[src/rtl/gpr_ctrl_if.sv]
`default_nettype none
// ============================================================================
//  Module      : gpr_ctrl_if
//  Description : Bundle between a command source / bit-serial register file
//                and the gpr_ctrl sequencer.
//                slave  - the controller (gpr_ctrl) side
//                master - the environment side (command source + reg file)
//  Ports       : i_cmd_valid/o_cmd_ready/i_cmd_op/i_cmd_rd/i_cmd_rs/i_cmd_imm
//                command handshake; o_done/o_carry status; o_con_shift,
//                o_con_write, o_rd_addr, o_data_in, i_data_out register-file
//                serial port.
//  Revision    : 1.0  initial release
// ============================================================================
interface gpr_ctrl_if #(
    parameter int WIDTH = 8
);
    logic             i_cmd_valid;
    logic             o_cmd_ready;
    logic [1:0]       i_cmd_op;
    logic [1:0]       i_cmd_rd;
    logic [1:0]       i_cmd_rs;
    logic [WIDTH-1:0] i_cmd_imm;
    logic             o_done;
    logic             o_carry;
    logic             o_con_shift;
    logic             o_con_write;
    logic [1:0]       o_rd_addr;
    logic             o_data_in;
    logic             i_data_out;

    modport slave (
        input  i_cmd_valid, i_cmd_op, i_cmd_rd, i_cmd_rs, i_cmd_imm, i_data_out,
        output o_cmd_ready, o_done, o_carry, o_con_shift, o_con_write,
               o_rd_addr, o_data_in
    );

    modport master (
        output i_cmd_valid, i_cmd_op, i_cmd_rd, i_cmd_rs, i_cmd_imm, i_data_out,
        input  o_cmd_ready, o_done, o_carry, o_con_shift, o_con_write,
               o_rd_addr, o_data_in
    );
endinterface
`default_nettype wire

[src/rtl/gpr_ctrl.sv]
`default_nettype none
// ============================================================================
//  Module      : gpr_ctrl
//  Description : Sequencer for a 4 x WIDTH bit-serial register file.
//                Executes LDI / MOV / ADD / SUB one at a time. Two-operand
//                commands first rotate the source register into an internal
//                buffer (FETCH), then rewrite the destination LSB-first
//                through a 1-bit serial ALU (EXEC).
//  Ports       : i_clk    - clock, rising edge
//                i_rst_n  - synchronous active-low reset
//                bus      - gpr_ctrl_if.slave: command handshake, status,
//                           register-file shift/write/address/serial data
//  Revision    : 1.0  initial release
// ============================================================================
module gpr_ctrl #(
    parameter int WIDTH = 8
) (
    input  wire logic i_clk,
    input  wire logic i_rst_n,
    gpr_ctrl_if.slave bus
);

    typedef enum logic [1:0] {
        S_IDLE  = 2'd0,
        S_FETCH = 2'd1,
        S_EXEC  = 2'd2,
        S_DONE  = 2'd3
    } state_t;

    localparam logic [1:0] c_op_ldi   = 2'b00;
    localparam logic [1:0] c_op_sub   = 2'b11;
    localparam logic [2:0] c_cnt_last = 3'(WIDTH - 1);

    state_t           r_state;
    logic [2:0]       r_cnt;
    logic [WIDTH-1:0] r_buf;
    logic             r_cy;
    logic [1:0]       r_op;
    logic [1:0]       r_rd;
    logic [1:0]       r_rs;

    logic             r_ready;
    logic             r_done;
    logic             r_carry;
    logic             r_shift;
    logic             r_write;
    logic [1:0]       r_addr;

    // Serial ALU: a is the destination bit streaming out of the file,
    // b is the buffered source bit (inverted for SUB, with cy preset to 1).
    logic w_a;
    logic w_b;
    logic w_arith;
    logic w_sum;
    logic w_cy_next;
    logic w_data_in;

    assign w_arith   = r_op[1];
    assign w_a       = bus.i_data_out;
    assign w_b       = (r_op == c_op_sub) ? ~r_buf[0] : r_buf[0];
    assign w_sum     = w_a ^ w_b ^ r_cy;
    assign w_cy_next = (w_a & w_b) | (w_a & r_cy) | (w_b & r_cy);

    always_comb begin
        w_data_in = 1'b0;
        if (r_state == S_EXEC) begin
            w_data_in = w_arith ? w_sum : r_buf[0];
        end
    end

    always_ff @(posedge i_clk) begin
        if (!i_rst_n) begin
            r_state <= S_IDLE;
            r_cnt   <= 3'd0;
            r_buf   <= '0;
            r_cy    <= 1'b0;
            r_op    <= 2'd0;
            r_rd    <= 2'd0;
            r_rs    <= 2'd0;
            r_ready <= 1'b1;
            r_done  <= 1'b0;
            r_carry <= 1'b0;
            r_shift <= 1'b0;
            r_write <= 1'b0;
            r_addr  <= 2'd0;
        end else begin
            r_done <= 1'b0;
            case (r_state)
                S_IDLE: begin
                    // r_ready is high throughout IDLE, so valid alone accepts
                    if (bus.i_cmd_valid) begin
                        r_op    <= bus.i_cmd_op;
                        r_rd    <= bus.i_cmd_rd;
                        r_rs    <= bus.i_cmd_rs;
                        r_cnt   <= 3'd0;
                        r_ready <= 1'b0;
                        r_shift <= 1'b1;
                        if (bus.i_cmd_op == c_op_ldi) begin
                            r_buf   <= bus.i_cmd_imm;
                            r_write <= 1'b1;
                            r_addr  <= bus.i_cmd_rd;
                            r_state <= S_EXEC;
                        end else begin
                            r_write <= 1'b0;
                            r_addr  <= bus.i_cmd_rs;
                            r_state <= S_FETCH;
                        end
                    end
                end

                S_FETCH: begin
                    // Source rotates a full turn; its bits collect MSB-down
                    // so buf[0] ends up holding the source LSB.
                    r_buf  <= {bus.i_data_out, r_buf[WIDTH-1:1]};
                    r_addr <= r_rs;
                    if (r_cnt == c_cnt_last) begin
                        r_cnt   <= 3'd0;
                        r_cy    <= (r_op == c_op_sub);
                        r_write <= 1'b1;
                        r_addr  <= r_rd;
                        r_state <= S_EXEC;
                    end else begin
                        r_cnt <= r_cnt + 3'd1;
                    end
                end

                S_EXEC: begin
                    r_buf <= {1'b0, r_buf[WIDTH-1:1]};
                    if (w_arith) begin
                        r_cy <= w_cy_next;
                    end
                    if (r_cnt == c_cnt_last) begin
                        r_cnt   <= 3'd0;
                        r_shift <= 1'b0;
                        r_write <= 1'b0;
                        r_done  <= 1'b1;
                        if (w_arith) begin
                            r_carry <= w_cy_next;
                        end
                        r_state <= S_DONE;
                    end else begin
                        r_cnt <= r_cnt + 3'd1;
                    end
                end

                S_DONE: begin
                    r_ready <= 1'b1;
                    r_state <= S_IDLE;
                end

                default: begin
                    r_state <= S_IDLE;
                end
            endcase
        end
    end

    assign bus.o_cmd_ready = r_ready;
    assign bus.o_done      = r_done;
    assign bus.o_carry     = r_carry;
    assign bus.o_con_shift = r_shift;
    assign bus.o_con_write = r_write;
    assign bus.o_rd_addr   = r_addr;
    assign bus.o_data_in   = w_data_in;

endmodule
`default_nettype wire

[src/flat_wrapper.sv]
// flat-port wrapper written by rule: the top's interface ports become plain ports
module gpr_ctrl_flat 
#(
    parameter int WIDTH = 8
)
  (i_clk, i_rst_n, bus_i_cmd_valid, bus_i_cmd_op, bus_i_cmd_rd, bus_i_cmd_rs, bus_i_cmd_imm, bus_i_data_out, bus_o_cmd_ready, bus_o_done, bus_o_carry, bus_o_con_shift, bus_o_con_write, bus_o_rd_addr, bus_o_data_in);
  gpr_ctrl_if #(.WIDTH(WIDTH)) bus_i ();
  input  wire logic i_clk;
  input  wire logic i_rst_n;
  input wire logic [$bits(bus_i.i_cmd_valid)-1:0] bus_i_cmd_valid;
  input wire logic [$bits(bus_i.i_cmd_op)-1:0] bus_i_cmd_op;
  input wire logic [$bits(bus_i.i_cmd_rd)-1:0] bus_i_cmd_rd;
  input wire logic [$bits(bus_i.i_cmd_rs)-1:0] bus_i_cmd_rs;
  input wire logic [$bits(bus_i.i_cmd_imm)-1:0] bus_i_cmd_imm;
  input wire logic [$bits(bus_i.i_data_out)-1:0] bus_i_data_out;
  output wire logic [$bits(bus_i.o_cmd_ready)-1:0] bus_o_cmd_ready;
  output wire logic [$bits(bus_i.o_done)-1:0] bus_o_done;
  output wire logic [$bits(bus_i.o_carry)-1:0] bus_o_carry;
  output wire logic [$bits(bus_i.o_con_shift)-1:0] bus_o_con_shift;
  output wire logic [$bits(bus_i.o_con_write)-1:0] bus_o_con_write;
  output wire logic [$bits(bus_i.o_rd_addr)-1:0] bus_o_rd_addr;
  output wire logic [$bits(bus_i.o_data_in)-1:0] bus_o_data_in;
  assign bus_i.i_cmd_valid = bus_i_cmd_valid;
  assign bus_i.i_cmd_op = bus_i_cmd_op;
  assign bus_i.i_cmd_rd = bus_i_cmd_rd;
  assign bus_i.i_cmd_rs = bus_i_cmd_rs;
  assign bus_i.i_cmd_imm = bus_i_cmd_imm;
  assign bus_i.i_data_out = bus_i_data_out;
  assign bus_o_cmd_ready = bus_i.o_cmd_ready;
  assign bus_o_done = bus_i.o_done;
  assign bus_o_carry = bus_i.o_carry;
  assign bus_o_con_shift = bus_i.o_con_shift;
  assign bus_o_con_write = bus_i.o_con_write;
  assign bus_o_rd_addr = bus_i.o_rd_addr;
  assign bus_o_data_in = bus_i.o_data_in;
  gpr_ctrl #(.WIDTH(WIDTH)) u_core (.i_clk(i_clk), .i_rst_n(i_rst_n), .bus(bus_i));
endmodule
[config.mk]
export PLATFORM = sky130hd
export DESIGN_NAME = gpr_ctrl_flat
export DESIGN_NICKNAME = d
export VERILOG_FILES = /design/src/rtl/gpr_ctrl_if.sv /design/src/rtl/gpr_ctrl.sv /design/src/flat_wrapper.sv
export SDC_FILE = /design/constraint.sdc
export NUM_CORES = 1
export LEC_CHECK = 0
export CAP_MARGIN = 20
export CORE_MARGIN = 4
export CORE_UTILIZATION = 45
export CTS_CLUSTER_SIZE = 16
export DETAILED_ROUTE_END_ITERATION = 10
export GPL_TIMING_DRIVEN = 0
export PLACE_DENSITY = 0.79
export SLEW_MARGIN = 20
export SYNTH_ARGS = -nofsm -noshare
export SYNTH_HDL_FRONTEND = slang
export SYNTH_SLANG_ARGS = --single-unit
export TNS_END_PERCENT = 20
[constraint.sdc]
create_clock -name i_clk -period 2.3 [get_ports i_clk]
set_clock_uncertainty 0.15 [all_clocks]
set_input_delay 0.23 -clock i_clk [delete_from_list [all_inputs] [get_ports i_clk]]
set_output_delay 0.23 -clock i_clk [all_outputs]
set_load 0.005 [all_outputs]
# [After elaboration in Yosys (flattened, before gate mapping)]
# Index checks and enable logic that the tools add are counted.
[word_totals] register_bits=27 latch_bits=0 ramBits=0 rom_bits=0 input_bits=18 out_inout_bits=8 memories=0
[classes] addsub=1 n_mul=0 div_mod_pow=0 magnitude_cmp=0 n_eq_ne=10 n_shift=0 muxes=31 bitwise_logic=8 n_reduce_logical=20
[op_table] cell="$pmux 8 s3" count=1
[op_table] cell="$mux 8" count=2
[op_table] cell="$reduce_and 3->1" count=5
[op_table] cell="$mux 2" count=7
[op_table] cell="$mux 1" count=12
[op_table] cell="$reduce_and 2->1" count=5
[op_table] cell="$reduce_bool 2->1" count=5
[op_table] cell="$pmux 2 s4" count=1
[op_table] cell="$eq 2x2->1 const B" count=3
[op_table] cell="$mux 3" count=2
[op_table] cell="$ne 2x1->1 const B" count=3
[op_table] cell="$pmux 1 s2" count=3
[op_table] cell="$pmux 3 s2" count=1
[op_table] cell="$logic_not 2->1" count=2
[op_table] cell="$ne 2x2->1 const B" count=2
[op_table] cell="$pmux 2 s2" count=1
[op_table] cell="$reduce_and 4->1" count=1
[op_table] cell="$add 3x1->3 const B" count=1
[op_table] cell="$and 1x1->1" count=3
[op_table] cell="$eq 3x3->1 const B" count=1
[op_table] cell="$pmux 1 s3" count=1
[op_table] cell="$reduce_bool 3->1" count=1
[op_table] cell="$eq 2x1->1 const B" count=1
[op_table] cell="$or 1x1->1" count=2
[op_table] cell="3 further kinds" count=4

# [Logic depth before layout (Yosys ltp)]
# Gate-level depths: netlist of run 1.
[depth] depth_word=7 ltp_mapped=7 depth_no_buf=5

# [Worst setup path after synthesis of run 1]
# Ideal clock, no wire load.
[synth_path] path_kind="flip-flop to output port" start="register u_core.r_op[1]" end="output bus_o_data_in" arrival_ps=1250 required_ps=1920 slack_ps=670 path_stages_with_launch=6 cell_sequence="dfxtp_1 nand2_1 xnor2_1 fa_1 mux2i_1 nor2b_1"
[synth_between] elab_chain_cells=6
[synth_lines] element="from (decl)" line_no="gpr_ctrl.sv:38" rtl="logic [1:0] r_op;"
[synth_lines] element="from (signal assigned)" line_no="gpr_ctrl.sv:92" rtl="r_op <= bus.i_cmd_op;"
[synth_lines] element="$eq 2x2->1" line_no="gpr_ctrl.sv:60" rtl="assign w_b = (r_op == c_op_sub) ? ~r_buf[0] : r_buf[0];"
[synth_lines] element="$mux 1" line_no="gpr_ctrl.sv:60"
[synth_lines] element="$xor 1x1->1 (2 in series)" line_no="gpr_ctrl.sv:61" rtl="assign w_sum = w_a ^ w_b ^ r_cy;"
[synth_lines] element="$mux 1 *" line_no="gpr_ctrl.sv:67" rtl="w_data_in = w_arith ? w_sum : r_buf[0];"
[synth_lines] element="$mux 1 *" line_no="gpr_ctrl.sv:66" rtl="if (r_state == S_EXEC) begin"
[synth_lines] element="to (decl)" line_no="flat_wrapper.sv:22" rtl="output wire logic [$bits(bus_i.o_data_in)-1:0] bus_o_data_in;"
# Every way passes the cells marked *; elsewhere a longest branch is shown, timed or not.

# [Final worst setup path of run 1]
[layout_path] start="register u_core.r_op[0]" end="output bus_o_data_in"
[layout_between] elab_chain_cells=6
[layout_lines] element="$eq 2x2->1" line_no="gpr_ctrl.sv:60"
[layout_lines] element="$mux 1" line_no="gpr_ctrl.sv:60"
[layout_lines] element="$xor 1x1->1 (2 in series)" line_no="gpr_ctrl.sv:61"
[layout_lines] element="$mux 1" line_no="gpr_ctrl.sv:67"
[layout_lines] element="$mux 1" line_no="gpr_ctrl.sv:66"
# Every way passes these cells.

==> metrics.md, run 1 <==
| Metric | Value |
|---|---|
| Final number of setup-violating endpoints | 0 |
| First-pass DRT Iterations | 4 |
| Total die area | 4310 µm² |
| Number of remaining DRC errors | 0 |
| Diodes inserted | 0 |
| Required time at the endpoint of the critical path | 1.92 ns |
| Antenna-violating nets left | 0 |
| Area growth from synthesis to layout | 23.8% |
| Met2 wirelength from detailed routing | 1590 µm |
| Dominant combinational cell family by area after synthesis | compound AO/OA/AOI/OAI gates |
| Number of fillers in the final layout | 299 |
| Rows | 20 |
| Run status | finished, final reports clean |
| Sum of met3 wire segment lengths after detailed routing | 99 µm |
| Part of the power in the clock network | 0.118 |
| Clock latency at the later pin of the worst-skew pair | 0.32 ns |
| Initial antenna violation count | 0 |
| Combinational fraction of design power | 0.488 |
| Sum of routed wire length over all layers | 3310 µm |
| Relative slew slack | 0.606 |
| Initial core utilization | 0.481 |
| Seq/Total Area, Yosys | 0.362 |
| Net switching power figure | 682 µW |
| Nature of the critical path startpoint | register |
| Post-synthesis cell type with the largest combined area | sky130_fd_sc_hd__dfxtp_1 |
| Pwr/cell area | 942 nW/µm² |
| Type of the worst min-delay path | in2reg |
| Post-route worst setup slack | 0.112 ns |
| Starting DRC count in detailed routing | 153 |
| First-pass GRT wire length | 5370 µm |
| Area share of the largest cell type after synthesis | 0.362 |
| GRT Overall Usage | 0.159 |
| Wire length per cell | 13.2 µm |
| Hold Fails Final Rpt | 0 |
| Share of synthesized area spent on multiplexers | 0.0938 |
| Startpoint of the most critical register-to-register path | u_core.r_state[1]$_SDFFE_PN0P_ |
| CTS clk-pin slew, worst paths | 0.14 ns |
| Launch point of the worst hold path | i_rst_n |
| Setup crit end kind | primary output |
| Final count of pins violating max slew | 0 |
| Mean Syn Cell Area | 8.49 µm² |
| Synth Area in XOR/XNOR | 0.00586 |
| Depth of the CTS H-tree | 1 |
| Dominant cell by count in the synthesized netlist | sky130_fd_sc_hd__dfxtp_1 |
| Sequential fraction of design power | 0.394 |
| Number of hold buffers added after cts | 0 |
| Pin count of the biggest net entering global routing | 15 |
| Crit path from | u_core.r_op[0]$_SDFFE_PN0P_ |
| Final GP Congestion | 0.876 |
| Total clock sinks | 27 |
| Clock tree from TritonCTS | yes |
| Maximum clock frequency | 0.457 GHz |
| Via count of the first global-routing pass | 1188 |
| Cell area after technology mapping | 1490 µm² |
| Total I/O pin count | 26 |
| Internal power summed over all cells | 1060 µW |
| Top area cells in the synthesized netlist | sky130_fd_sc_hd__dfxtp_1 (36%), sky130_fd_sc_hd__mux2i_1 (9.4%), sky130_fd_sc_hd__nand2_1 (5.5%) |
| Number of buffers added by the clock tree synthesis step | 3 |
| Via count | 1354 |
| Unrepaired setup endpoints after global routing | false |
| Worst hold slack across all endpoints | 0.102 ns |
| Share of layout cells above drive strength 1 | 0.0971 |
| Synthesis-stage register bit count | 27 |
| Synth Area in Adders | 0.0637 |
| Clock Tree Buf Depth | 2 |
| Primary FF master, synth | sky130_fd_sc_hd__dfxtp_1 |
| Synthesized netlist net count | 201 |
| Ranking of synthesized cells by instance count | sky130_fd_sc_hd__dfxtp_1 (27), sky130_fd_sc_hd__nand2_1 (22), sky130_fd_sc_hd__mux2i_1 (14), sky130_fd_sc_hd__nor2b_1 (12), sky130_fd_sc_hd__a21oi_1 (11) |
| Post-synth cell types | 37 |
| Pre-CTS setup slack | -0.0286 ns |
| Leakage power | 0.000825 µW |
| Number of I/O port buffers | 24 |
| Area of the core | 3100 µm² |
| Transition time at the pin with the least slew margin | 0.591 ns |
| Number of warnings issued by yosys | 0 |
| Metal1 wirelength | 1580 µm |
| Number of maximum-capacitance violations | 0 |
| Type of the setup path with the least slack | reg2out |
| Number of nets in the finished design | 232 |
| Worst endpoint data arrival time | 1.81 ns |
| Clock period minus worst slack | 2.19 ns |
| Routed vias/inst | 5.42 |
| Switching share of power | 0.392 |
| Syn Inst Count | 176 |
| Hpwl dp | 2370 µm |
| Root Buffer | sky130_fd_sc_hd__clkbuf_4 |
| Post-synthesis compound-gate area fraction | 0.230 |
| Global-route congestion overflow total | 0 |
| Proportion of register bits with asynchronous set or reset after synthesis | 0 |
| Top Metal Used | met4 |
| Maximum fanout along the worst path | 2 |
| Final period utilization | 0.951 |
| Number of enable-type register cells in the synthesized netlist | 0 |
| Die Height | 65.6 µm |
| Horizontal die dimension | 65.6 µm |
| Synth Area in Simple Gates | 0.189 |
| Worst VDD drop | 388 µV |
## worst paths after layout
path                                  endpoint  slack (ns)  cells after the start
setup / recovery                 bus_o_data_in        0.11                      6
hold / removal    u_core.r_buf[0]$_SDFFE_PN0P_        0.10                      3
setup reg to reg  u_core.r_buf[4]$_SDFFE_PN0P_        0.42                      6
hold reg to reg    u_core.r_rs[0]$_SDFFE_PN0P_        0.32                      2
## per-stage QoR
step           utilization  instance area [µm²]  TNS [ns]  power (µW)  std cells
5_1_grt              0.596                 1850         0        1880        250
3_3_place_gp         0.577                 1790   -0.0282        1500        244
4_1_cts              0.587                 1820         0        1720        248
6_report             0.596                 1850         0        1740        250
3_5_place_dp         0.577                 1790   -0.0286        1510        244
2_1_floorplan            -                 1490         0        1270        176
## metal layers
metal / up-vias / global-route usage
met5: - / 0
met4: 0 / 0.0622
met3: 4 / 0.0205
met2: 22 / 0.253
met1: 642 / 0.217
li1: 686 / -
## cells in the final DEF, fill, tap and decap left out, types with 2 or more instances in the layout
cell and count:
sky130_fd_sc_hd__dfxtp_1 25, sky130_fd_sc_hd__clkdlybuf4s50_1 23, sky130_fd_sc_hd__nand2_1 21, sky130_fd_sc_hd__mux2i_1 14
sky130_fd_sc_hd__nor2b_1 12, sky130_fd_sc_hd__a21oi_1 11, sky130_fd_sc_hd__o21ai_0 10, sky130_fd_sc_hd__nor2_1 9
sky130_fd_sc_hd__clkbuf_1 7, sky130_fd_sc_hd__o211a_1 7, sky130_fd_sc_hd__nand3_1 7, sky130_fd_sc_hd__inv_1 6
sky130_fd_sc_hd__buf_2 6, sky130_fd_sc_hd__ha_1 5, sky130_fd_sc_hd__nor3_1 3, sky130_fd_sc_hd__a32oi_1 3
sky130_fd_sc_hd__clkbuf_4 3, sky130_fd_sc_hd__buf_4 3, sky130_fd_sc_hd__o21a_1 2, sky130_fd_sc_hd__a211o_1 2
sky130_fd_sc_hd__a32o_1 2, sky130_fd_sc_hd__a311oi_1 2, sky130_fd_sc_hd__dfxtp_2 2
## area by class of cell
cell class / instances / area [µm²] / share of cell area
clock buffer: 4 / 26.3 / 0.0142
multi-input combinational: 129 / 883 / 0.478
sequential: 27 / 543 / 0.294
inverter: 7 / 26.3 / 0.0142
timing repair buffer: 27 / 263 / 0.142
buffer: 12 / 52.6 / 0.0284
tap: 44 / 55.1 / 0.0298
## timing repair
action	4_1_cts	5_1_grt
resized for setup	3	4
endpoints found under the hold margin	0	0
pin swaps	0	2
buffers inserted	1	2
endpoints found under the setup margin	1	1
## cell families (layout without fill, tap and decap cells)
kind of cell / after synthesis / after routing
and+or+nand+nor: 59 / 59
AOI/OAI and AO/OA: 48 / 48
DFF: 27 / 27
buffers and inverters: 20 / 50
muxes: 14 / 14
adders and majority gates: 7 / 7
xor gates and xnor gates: 1 / 1
## flip-flops by register name (all words and copies together) (netlist names)
register,cells
u_core.bus.o_carry,1
u_core.bus.o_cmd_ready,1
u_core.bus.o_con_shift,1
u_core.bus.o_con_write,1
u_core.bus.o_done,1
u_core.bus.o_rd_addr,2
u_core.r_buf,8
u_core.r_cnt,3
u_core.r_cy,1
u_core.r_op,2
u_core.r_rd,2
u_core.r_rs,2
u_core.r_state,2
## power by group through the flow
| stage | Sequential [µW] | Combinational (µW) | Clock (µW) |
|---|---|---|---|
| global placement | 691 | 804 | 0 |
| floorplan | 682 | 585 | 0 |
| global route | 702 | 945 | 231 |
| CTS | 682 | 828 | 212 |
| finish | 685 | 850 | 205 |
| detailed placement | 695 | 819 | 0 |
## worst max-delay path: stages, from the launching register on
cell and delay (ns):
sky130_fd_sc_hd__dfxtp_2 0.37, sky130_fd_sc_hd__nand2_2 0.07, sky130_fd_sc_hd__xnor2_2 0.14, sky130_fd_sc_hd__fa_1 0.50, sky130_fd_sc_hd__mux2i_1 0.07, sky130_fd_sc_hd__nor2b_1 0.12, sky130_fd_sc_hd__clkdlybuf4s15_1 0.21
(Power assumes the default switching activity.)
==> run 2: changes to the inputs <==
- CORE_UTILIZATION: 45 -> 38
- PLACE_DENSITY: 0.79 -> 0.7
==> run 2 against run 1 <==
  * First-iteration DRC count fell by 44%
  * Global-route usage fell by 2.4 points
  * Non-clock buffer count decreased by 2
  * Routed wire length rose by 2.7%
  * Die area increased by 16%
  * Hold slack improved by 0.072 ns
  * Setup slack improved by 0.038 ns
  * Total power is 2.7% higher
  * Highest routed layer unchanged
  * Largest cell class unchanged
  * Combinational power down 2%
  * Sequential power barely moved
==> metrics.md, run 2 (synthesized netlist as in run 1, its figures left out) <==
| Metric | Value |
|---|---|
| Worst endpoint data arrival time | 1.77 ns (was 1.81 ns) |
| Number of maximum-capacitance violations | 0 (unchanged) |
| Total die area | 5000 µm² (was 4310 µm²) |
| CTS clk-pin slew, worst paths | 0.09 ns (was 0.14 ns) |
| Pin count of the biggest net entering global routing | 16 (was 15) |
| Number of buffers added by the clock tree synthesis step | 3 (unchanged) |
| Gate family responsible for the most delay along the worst path | adder cells (unchanged) |
| Horizontal die dimension | 70.7 µm (was 65.6 µm) |
| Buf/Inv on CP | 1 (unchanged) |
| Rows | 22 (was 20) |
| First-pass GRT wire length | 5480 µm (was 5370 µm) |
| Via count | 1346 (was 1354) |
| Commonest cells after routing, fill and taps aside | sky130_fd_sc_hd__dfxtp_1 (25), sky130_fd_sc_hd__clkdlybuf4s50_1 (23), sky130_fd_sc_hd__nand2_1 (22), sky130_fd_sc_hd__mux2i_1 (14), sky130_fd_sc_hd__nor2b_1 (12) (was sky130_fd_sc_hd__dfxtp_1 (25), sky130_fd_sc_hd__clkdlybuf4s50_1 (23), sky130_fd_sc_hd__nand2_1 (21), sky130_fd_sc_hd__mux2i_1 (14), sky130_fd_sc_hd__nor2b_1 (12)) |
| Pre-CTS setup slack | -0.0721 ns (was -0.0286 ns) |
| Antenna-violating nets left | 0 (unchanged) |
| Chain of cells forming the critical path | nand2_1, xnor2_1, fa_1, mux2i_1, nor2b_1, dlygate4sd2_1 (was nand2_2, xnor2_2, fa_1, mux2i_1, nor2b_1, clkdlybuf4s15_1) |
| Transition time at the pin with the least slew margin | 0.591 ns (about the same) |
| Clock Tree Buf Depth | 2 (unchanged) |
| Hold Fails Final Rpt | 0 (unchanged) |
| Maximum clock frequency | 0.465 GHz (was 0.457 GHz) |
| Initial antenna violation count | 0 (unchanged) |
| Number of hold buffers added after cts | 0 (unchanged) |
| Required time at the endpoint of the critical path | 1.92 ns (about the same) |
| Length in cells of the worst reg-to-reg path | 6 (unchanged) |
| Number of remaining DRC errors | 0 (unchanged) |
| Depth of the CTS H-tree | 1 (unchanged) |
| Pwr/cell area | 969 nW/µm² (was 942 nW/µm²) |
| First-pass DRT Iterations | 4 (unchanged) |
| Total clock sinks | 27 (unchanged) |
| Total I/O pin count | 26 (unchanged) |
| Clock period minus worst slack | 2.15 ns (was 2.19 ns) |
| Number of I/O port buffers | 24 (unchanged) |
| Destination of the worst register-to-register timing path | u_core.r_buf[3]$_SDFFE_PN0P_ (was u_core.r_buf[4]$_SDFFE_PN0P_) |
| Hpwl dp | 2490 µm (was 2370 µm) |
| Via count of the first global-routing pass | 1225 (was 1188) |
| Most common library cell in the layout ignoring fill and taps | sky130_fd_sc_hd__dfxtp_1 (unchanged) |
| Type of the setup path with the least slack | reg2out (unchanged) |
| Clock latency at the later pin of the worst-skew pair | 0.27 ns (was 0.32 ns) |
| Final number of setup-violating endpoints | 0 (unchanged) |
| Number of nets in the finished design | 230 (was 232) |
| Starting DRC count in detailed routing | 86 (was 153) |
| Nature of the critical path startpoint | register (unchanged) |
| Area growth from synthesis to layout | 23.5% (was 23.8%) |
| Launch point of the worst hold path | i_rst_n (unchanged) |
| Diodes inserted | 0 (unchanged) |
| Wire length per cell | 13.5 µm (was 13.2 µm) |
| Registers with the highest flip-flop counts | u_core.r_buf: 8 flops, u_core.r_cnt: 3 flops (unchanged) |
| Switching share of power | 0.385 (was 0.392) |
| Combinational fraction of design power | 0.467 (was 0.488) |
| Maximum fanout along the worst path | 2 (unchanged) |
| Initial core utilization | 0.399 (was 0.481) |
| Routed vias/inst | 5.34 (was 5.42) |
| Clock tree from TritonCTS | yes (unchanged) |
| Finished layout cell area | 1850 µm² (about the same) |
| Crit path from | u_core.r_op[0]$_SDFFE_PN0P_ (unchanged) |
| Longest individual stage delay on the worst path | 0.45 ns (was 0.50 ns) |
| Final GP Congestion | 0.863 (was 0.876) |
| Placed inst area | 1790 µm² (about the same) |
| Reg2reg setup slack | 0.43 ns (was 0.42 ns) |
| Post-route worst setup slack | 0.149 ns (was 0.112 ns) |
| Worst min-delay path endpoint | u_core.r_buf[6]$_SDFFE_PN0P_ (was u_core.r_buf[0]$_SDFFE_PN0P_) |
| Unrepaired setup endpoints after global routing | false (unchanged) |
| Top reg by flops | u_core.r_buf (unchanged) |
| Sum of routed wire length over all layers | 3400 µm (was 3310 µm) |
| Net switching power figure | 688 µW (was 682 µW) |
| Final period utilization | 0.935 (was 0.951) |
| Share of layout cells above drive strength 1 | 0.0784 (was 0.0971) |
| Startpoint of the most critical register-to-register path | u_core.r_state[0]$_SDFFE_PN0P_ (was u_core.r_state[1]$_SDFFE_PN0P_) |
| Part of the power in the clock network | 0.150 (was 0.118) |
| Hold-critical path depth | 3 (unchanged) |
| Root Buffer | sky130_fd_sc_hd__clkbuf_8 (was sky130_fd_sc_hd__clkbuf_4) |
| Setup crit end kind | primary output (unchanged) |
| Leakage power | 0.000821 µW (was 0.000825 µW) |
| Sequential fraction of design power | 0.382 (was 0.394) |
| Internal power summed over all cells | 1100 µW (was 1060 µW) |
| Run status | finished, final reports clean (unchanged) |
| Relative slew slack | 0.606 (about the same) |
| Area of the core | 3740 µm² (was 3100 µm²) |
| Worst VDD drop | 300 µV (was 388 µV) |
| Number of flip-flops in the largest register | 8 (unchanged) |
| Global-route congestion overflow total | 0 (unchanged) |
| Slowest-stage cell, CP | sky130_fd_sc_hd__fa_1 (unchanged) |
| Die Height | 70.7 µm (was 65.6 µm) |
| Type of the worst min-delay path | in2reg (unchanged) |
| Final count of pins violating max slew | 0 (unchanged) |
| GRT Overall Usage | 0.135 (was 0.159) |
## run 2: worst max-delay path by stage
stage,endpoint,cells past startpoint,slack (ns)
after floorplan,bus_o_data_in,5,0.67
after global placement,bus_o_data_in,5,-0.04
after detailed placement,bus_o_data_in,5,-0.07
after CTS,bus_o_data_in,6,0.12
after global routing,bus_o_data_in,6,0.004
final,bus_o_data_in,6,0.15
## run 2: repair_timing
action	4_1_cts	5_1_grt
endpoints found under the setup margin	1	0
setup buffers	1	0
resized for setup	3	0
## run 2: tightest hold or removal path: cells and delay by family
kind	cells	cell delay [ns]
compound gates	1	0.09
buf+inv	1	0.17
mux	1	0.06
## run 2: power groups by stage
stage	clock network (µW)	logic, µW	registers [µW]
6_report	269	835	683
5_1_grt	291	928	701
4_1_cts	280	833	683
3_5_place_dp	0	824	695
3_3_place_gp	0	811	692
2_1_floorplan	0	585	682
## run 2: area by class of cell
type / instances / area [µm²]
Buffer: 12 / 52.6
Clock buffer: 3 / 41.3
Clock inverter: 1 / 5.00
Fill cell: 390 / 1900
Inverter: 7 / 26.3
Multi-Input combinational cell: 129 / 871
Sequential cell: 27 / 543
Tap cell: 48 / 60.1
Timing Repair Buffer: 25 / 246
## run 2: per-stage QoR
step / hold WS, ns / total power (µW) / std cells / TNS, ns / utilization
6_report: 0.175 / 1790 / 252 / 0 / 0.493
5_1_grt: 0.181 / 1920 / 252 / 0 / 0.493
4_1_cts: 0.168 / 1800 / 252 / 0 / 0.493
3_5_place_dp: 0.299 / 1520 / 248 / -0.0721 / 0.479
3_3_place_gp: 0.292 / 1500 / 248 / -0.0361 / 0.479
2_1_floorplan: 0.227 / 1270 / 176 / 0 / -
## run 2: routing by layer
metal	part of all wire	GRT usage	vias up
li1	-	-	683
met1	0.48	0.174	635
met2	0.47	0.227	24
met3	0.031	0.0185	4
met4	0.017	0.0564	0
met5	0	0	-
==> variant 1, RTL diff (flow settings as in run 2) <==
Re-encode `state_t` (4 states) as Gray code, 2 bits wide.
--- a/src/rtl/gpr_ctrl.sv
+++ b/src/rtl/gpr_ctrl.sv
@@ -22,8 +22,8 @@
 
     typedef enum logic [1:0] {
-        S_IDLE  = 2'd0,
-        S_FETCH = 2'd1,
-        S_EXEC  = 2'd2,
-        S_DONE  = 2'd3
+        S_IDLE  = 2'b00,
+        S_FETCH = 2'b01,
+        S_EXEC  = 2'b11,
+        S_DONE  = 2'b10
     } state_t;
 
Function: same outputs for any inputs over 10 cycles, from zero or initial values and one cycle with i_rst_n low; not proved beyond that.
==> variant 1 against run 2 <==
  * Hold slack better by 150 ps
  * Non-clock buffer count stayed put
  * Die area is 12% lower
  * Setup slack worse by 9.7 ps
  * Maximum frequency is 0.45% lower
  * Synthesized area is 13% lower
  * Sequential cell count stayed put
  * Global-route usage is 1.7 points higher
  * Critical path depth stayed put
  * Final area is 11% lower
  * Routed wire length is 9.6% lower
  * Sequential share of layout area is 3.7 points higher
  * Critical endpoint unchanged
Power is not compared: it rests on default switching activity, and its combinational part moved more than twofold at a synthesized area within 25%.
==> variant 1: results <==
drt:
  met2_wirelength_um: 1530
  drt-total-wl_um: 3072
  drtIter0Drc: 17
  route.met3.wl_um: 182
  via_per_inst: 5.316
  wl_met1_um: 1345
outcome:
  status: "finished, final reports clean"
synthesis:
  synth_fp_nets: 162
  synthTopCellsByArea: "dfxtp_1 42%, mux2i_1 9.3%, nand2_1 5.2%"
  syn_avg_cell_area_um2: 9.184
  yosysSeqAreaShare: 0.4174
  synthTopCellsByCount: "27 x dfxtp_1, 18 x nand2_1, 12 x a21oi_1, 12 x mux2i_1, 9 x nor3_1"
cells_and_area:
  nNonClkInverters: 2
  multi_input_area_share: 0.4165
  nMultiInputCombCells: 101
  fillers: 326
  signal_buffers: 37
  seq_share: 0.3308
  buf_share: 0.1988
  nNetsFinal: 193
  nClkBuffers: 4
  layout.cells.non_filler: 215
  reg_top3: "u_core.r_buf: 8 flops, u_core.r_cnt: 3 flops"
  final-clk-cell-share: 0.01593
  layout-drive-gt1-share: 0.1287
worst_hold_path:
  hp-class: "flop to flop"
  worstHoldStart: "u_core.r_rd[0]$_SDFFE_PN0P_"
  hold_depth: 2
  whs_endpoint: "u_core.r_rd[0]$_SDFFE_PN0P_"
global_routing:
  grt_util_met1: 0.1788
  grt_util_met2: 0.2726
  use_met3: 0.05442
  grt_use_total: 0.1528
  grt_pass1_wl_um: 5257
  grt_pass1_vias: 1189
floorplan:
  die_area_um2: 4406
clocking:
  numCtsBuffers: 3
  cts-root-buf: "clkbuf_4"
  clk_pin_slew_ps: 130
  cts_resized: 4
  insertion_delay_ps: 320
timing:
  holdWs_ps: 319.8
  finalCritPeriodShare: 0.9393
  relSlewSlack: 0.6552
placed_design:
  dp_cells: 210
  placed_cell_area_um2: 1600
  place_worst_setup_slack_ps: -8.674
  gp_congestion: 0.8341
  hpwlAfterDp_um: 2338
  portBuffers: 25
worst_setup_path:
  r2r_slack_ps: 600
  cpPeakStageDelay_ps: 510
  r2r_end: "u_core.r_cy$_SDFFE_PN0P_"
  r2r_start: "u_core.r_cnt[0]$_SDFFE_PN0P_"
## variant 1: changes by cell type in the layout (fill, tap and decap cells not counted), sizes merged, moves of 5 or more
cell,change
inv,-5
o21ai,-9
o211a,-7
nor3,+6
nor2b,-10
a211oi,+9
## variant 1: power by group through the flow
stage / combinational, mW / sequential (mW) / clock [mW]
floorplan: 0.140 / 0.533 / 0
global placement: 0.216 / 0.535 / 0
detailed placement: 0.223 / 0.538 / 0
CTS: 0.227 / 0.526 / 0.215
global route: 0.248 / 0.532 / 0.236
finish: 0.226 / 0.527 / 0.201
## variant 1: kinds of logic (layout without fill, tap and decap cells)
family,count (synthesis),after routing,synth area share
fa+ha+maj,3,3,0.03478
compound gates,34,34,0.1826
xor+xnor,1,1,0.006765
flops,27,27,0.4174
simple gates,50,50,0.1971
buf+inv,13,43,0.05989
mux,13,13,0.1015
==> variant 2, RTL diff (flow settings as in run 2) <==
Made on the original files. `WIDTH` is set to 8 in 3 places; all go to 6.
--- a/src/rtl/gpr_ctrl_if.sv
+++ b/src/rtl/gpr_ctrl_if.sv
@@ -13,5 +13,5 @@
 // ============================================================================
 interface gpr_ctrl_if #(
-    parameter int WIDTH = 8
+    parameter int WIDTH = 6
 );
     logic             i_cmd_valid;
--- a/src/rtl/gpr_ctrl.sv
+++ b/src/rtl/gpr_ctrl.sv
@@ -14,5 +14,5 @@
 // ============================================================================
 module gpr_ctrl #(
-    parameter int WIDTH = 8
+    parameter int WIDTH = 6
 ) (
     input  wire logic i_clk,
--- a/src/flat_wrapper.sv
+++ b/src/flat_wrapper.sv
@@ -2,5 +2,5 @@
 module gpr_ctrl_flat 
 #(
-    parameter int WIDTH = 8
+    parameter int WIDTH = 6
 )
   (i_clk, i_rst_n, bus_i_cmd_valid, bus_i_cmd_op, bus_i_cmd_rd, bus_i_cmd_rs, bus_i_cmd_imm, bus_i_data_out, bus_o_cmd_ready, bus_o_done, bus_o_carry, bus_o_con_shift, bus_o_con_write, bus_o_rd_addr, bus_o_data_in);
Interface: changed (resized bus_i_cmd_imm); port bits go from 26 to 24. No check against the original RTL was run, so the function may have changed too.
==> variant 2 against run 2 <==
  * Non-clock buffer count decreased by 2
  * Combinational power decreased by 5.0%
  * Synthesized area decreased by 5.9%
  * Synthesized cell count decreased by 6.3%
  * Setup slack got worse by 27 ps
  * Core utilization increased by 1.8 points
  * First-iteration DRC count decreased by 48%
  * Register-to-register slack got worse by 110 ps
  * Sequential cell count decreased by 2
  * Power decreased by 7.0%
  * Final area decreased by 4.6%
  * Routed wire length decreased by 3.3%
==> variant 2: results <==
pwr:
  peakVddDrop_uv: 371.5
  p_leak_nw: 0.7863
synthesis:
  yosysSeqAreaShare: 0.3559
  synthTopCellsByArea: "dfxtp_1 36%, mux2i_1 13%, nand2_1 6.9%"
  synthTopCellsByCount: "26 x nand2_1, 25 x dfxtp_1, 18 x mux2i_1"
  synth_fp_nets: 186
worst_setup_path:
  r2r_slack_ps: 320
  crit_fanout: 4
  crit_arrival_ps: 1800
  r2r_end: "u_core.r_cy$_SDFFE_PN0P_"
  reg2regPathDepth: 7
timing:
  holdWs_ps: 158.2
  relSlewSlack: 0.6931
global_routing:
  grt_pass1_wl_um: 5520
  grt_use_total: 0.1549
drt:
  firstDrtPassIters: 6
  drtIter0Drc: 45
  drt-total-wl_um: 3288
  num_vias: 1259
placed_design:
  placed_cell_area_um2: 1684
  gp_congestion: 0.7671
  portBuffers: 22
  hpwlAfterDp_um: 2408
cells_and_area:
  reg_top3: "u_core.r_buf: 6 flops, u_core.r_cnt: 3 flops"
worst_hold_path:
  hold_depth: 2
  whs_endpoint: "u_core.r_cnt[0]$_SDFFE_PN0P_"
outcome:
  status: "finished, final reports clean"
==> variant 2: changes by cell type after synthesis, moves of 4 or more <==
cell      change
nand2_1       +4
a21oi_1       -5
buf_2         -4
a21boi_0      +6
nand3_1       -4
mux2i_1       +4
nor2b_1       -4
nor2_1        -5
==> variant 2: cells by family after synthesis <==
logic type	count (synthesis)	share of synthesized area
simple gates	59	0.2162
xor+xnor	1	0.006229
compound gates	38	0.1824
buf+inv	19	0.06139
flops	25	0.3559
mux	18	0.1281
fa+ha+maj	5	0.04982
==> variant 2: what timing repair did <==
item	CTS	global route
setup buffers	0	2
resized for setup	4	2
setup endpoints to repair	1	1
==> variant 2: stage by stage <==
stage | power [mW] | cells
2_1_floorplan | 1.156 | 165
3_3_place_gp | 1.352 | 233
3_5_place_dp | 1.377 | 233
4_1_cts | 1.651 | 237
5_1_grt | 1.790 | 239
6_report | 1.663 | 239
==> variant 2: critical path, stage by stage, from the launching register on <==
cell and delay [ps]:
dfxtp_4 370, nand2_1 90, xnor2_2 140, fa_1 430, mux2i_1 160, nor2b_1 70
dlygate4sd2_1 260
==> variant 2: per-layer routing <==
layer / track usage / share of wire
met1: 0.2000 / 0.47
met2: 0.2598 / 0.48
met3: 0.02917 / 0.035
met4: 0.04866 / 0.014
met5: 0 / 0
==> variant 2: layout make-up <==
class	count	share of cell area
inverter	8	0.01706
sequential	25	0.2871
clock buffer	3	0.02345
timing repair buffer	24	0.1329
clock inverter	1	0.004264
multi-input combinational	121	0.4698
tap	46	0.03269
buffer	11	0.03269
==> variant 2: power breakdown <==
group	leakage, nW	switching [mW]	internal, mW	total [mW]
clock network	0.0217	0.152	0.123	0.275
logic	0.559	0.436	0.357	0.793
registers	0.206	0.0652	0.529	0.595
total	0.786	0.654	1.01	1.66
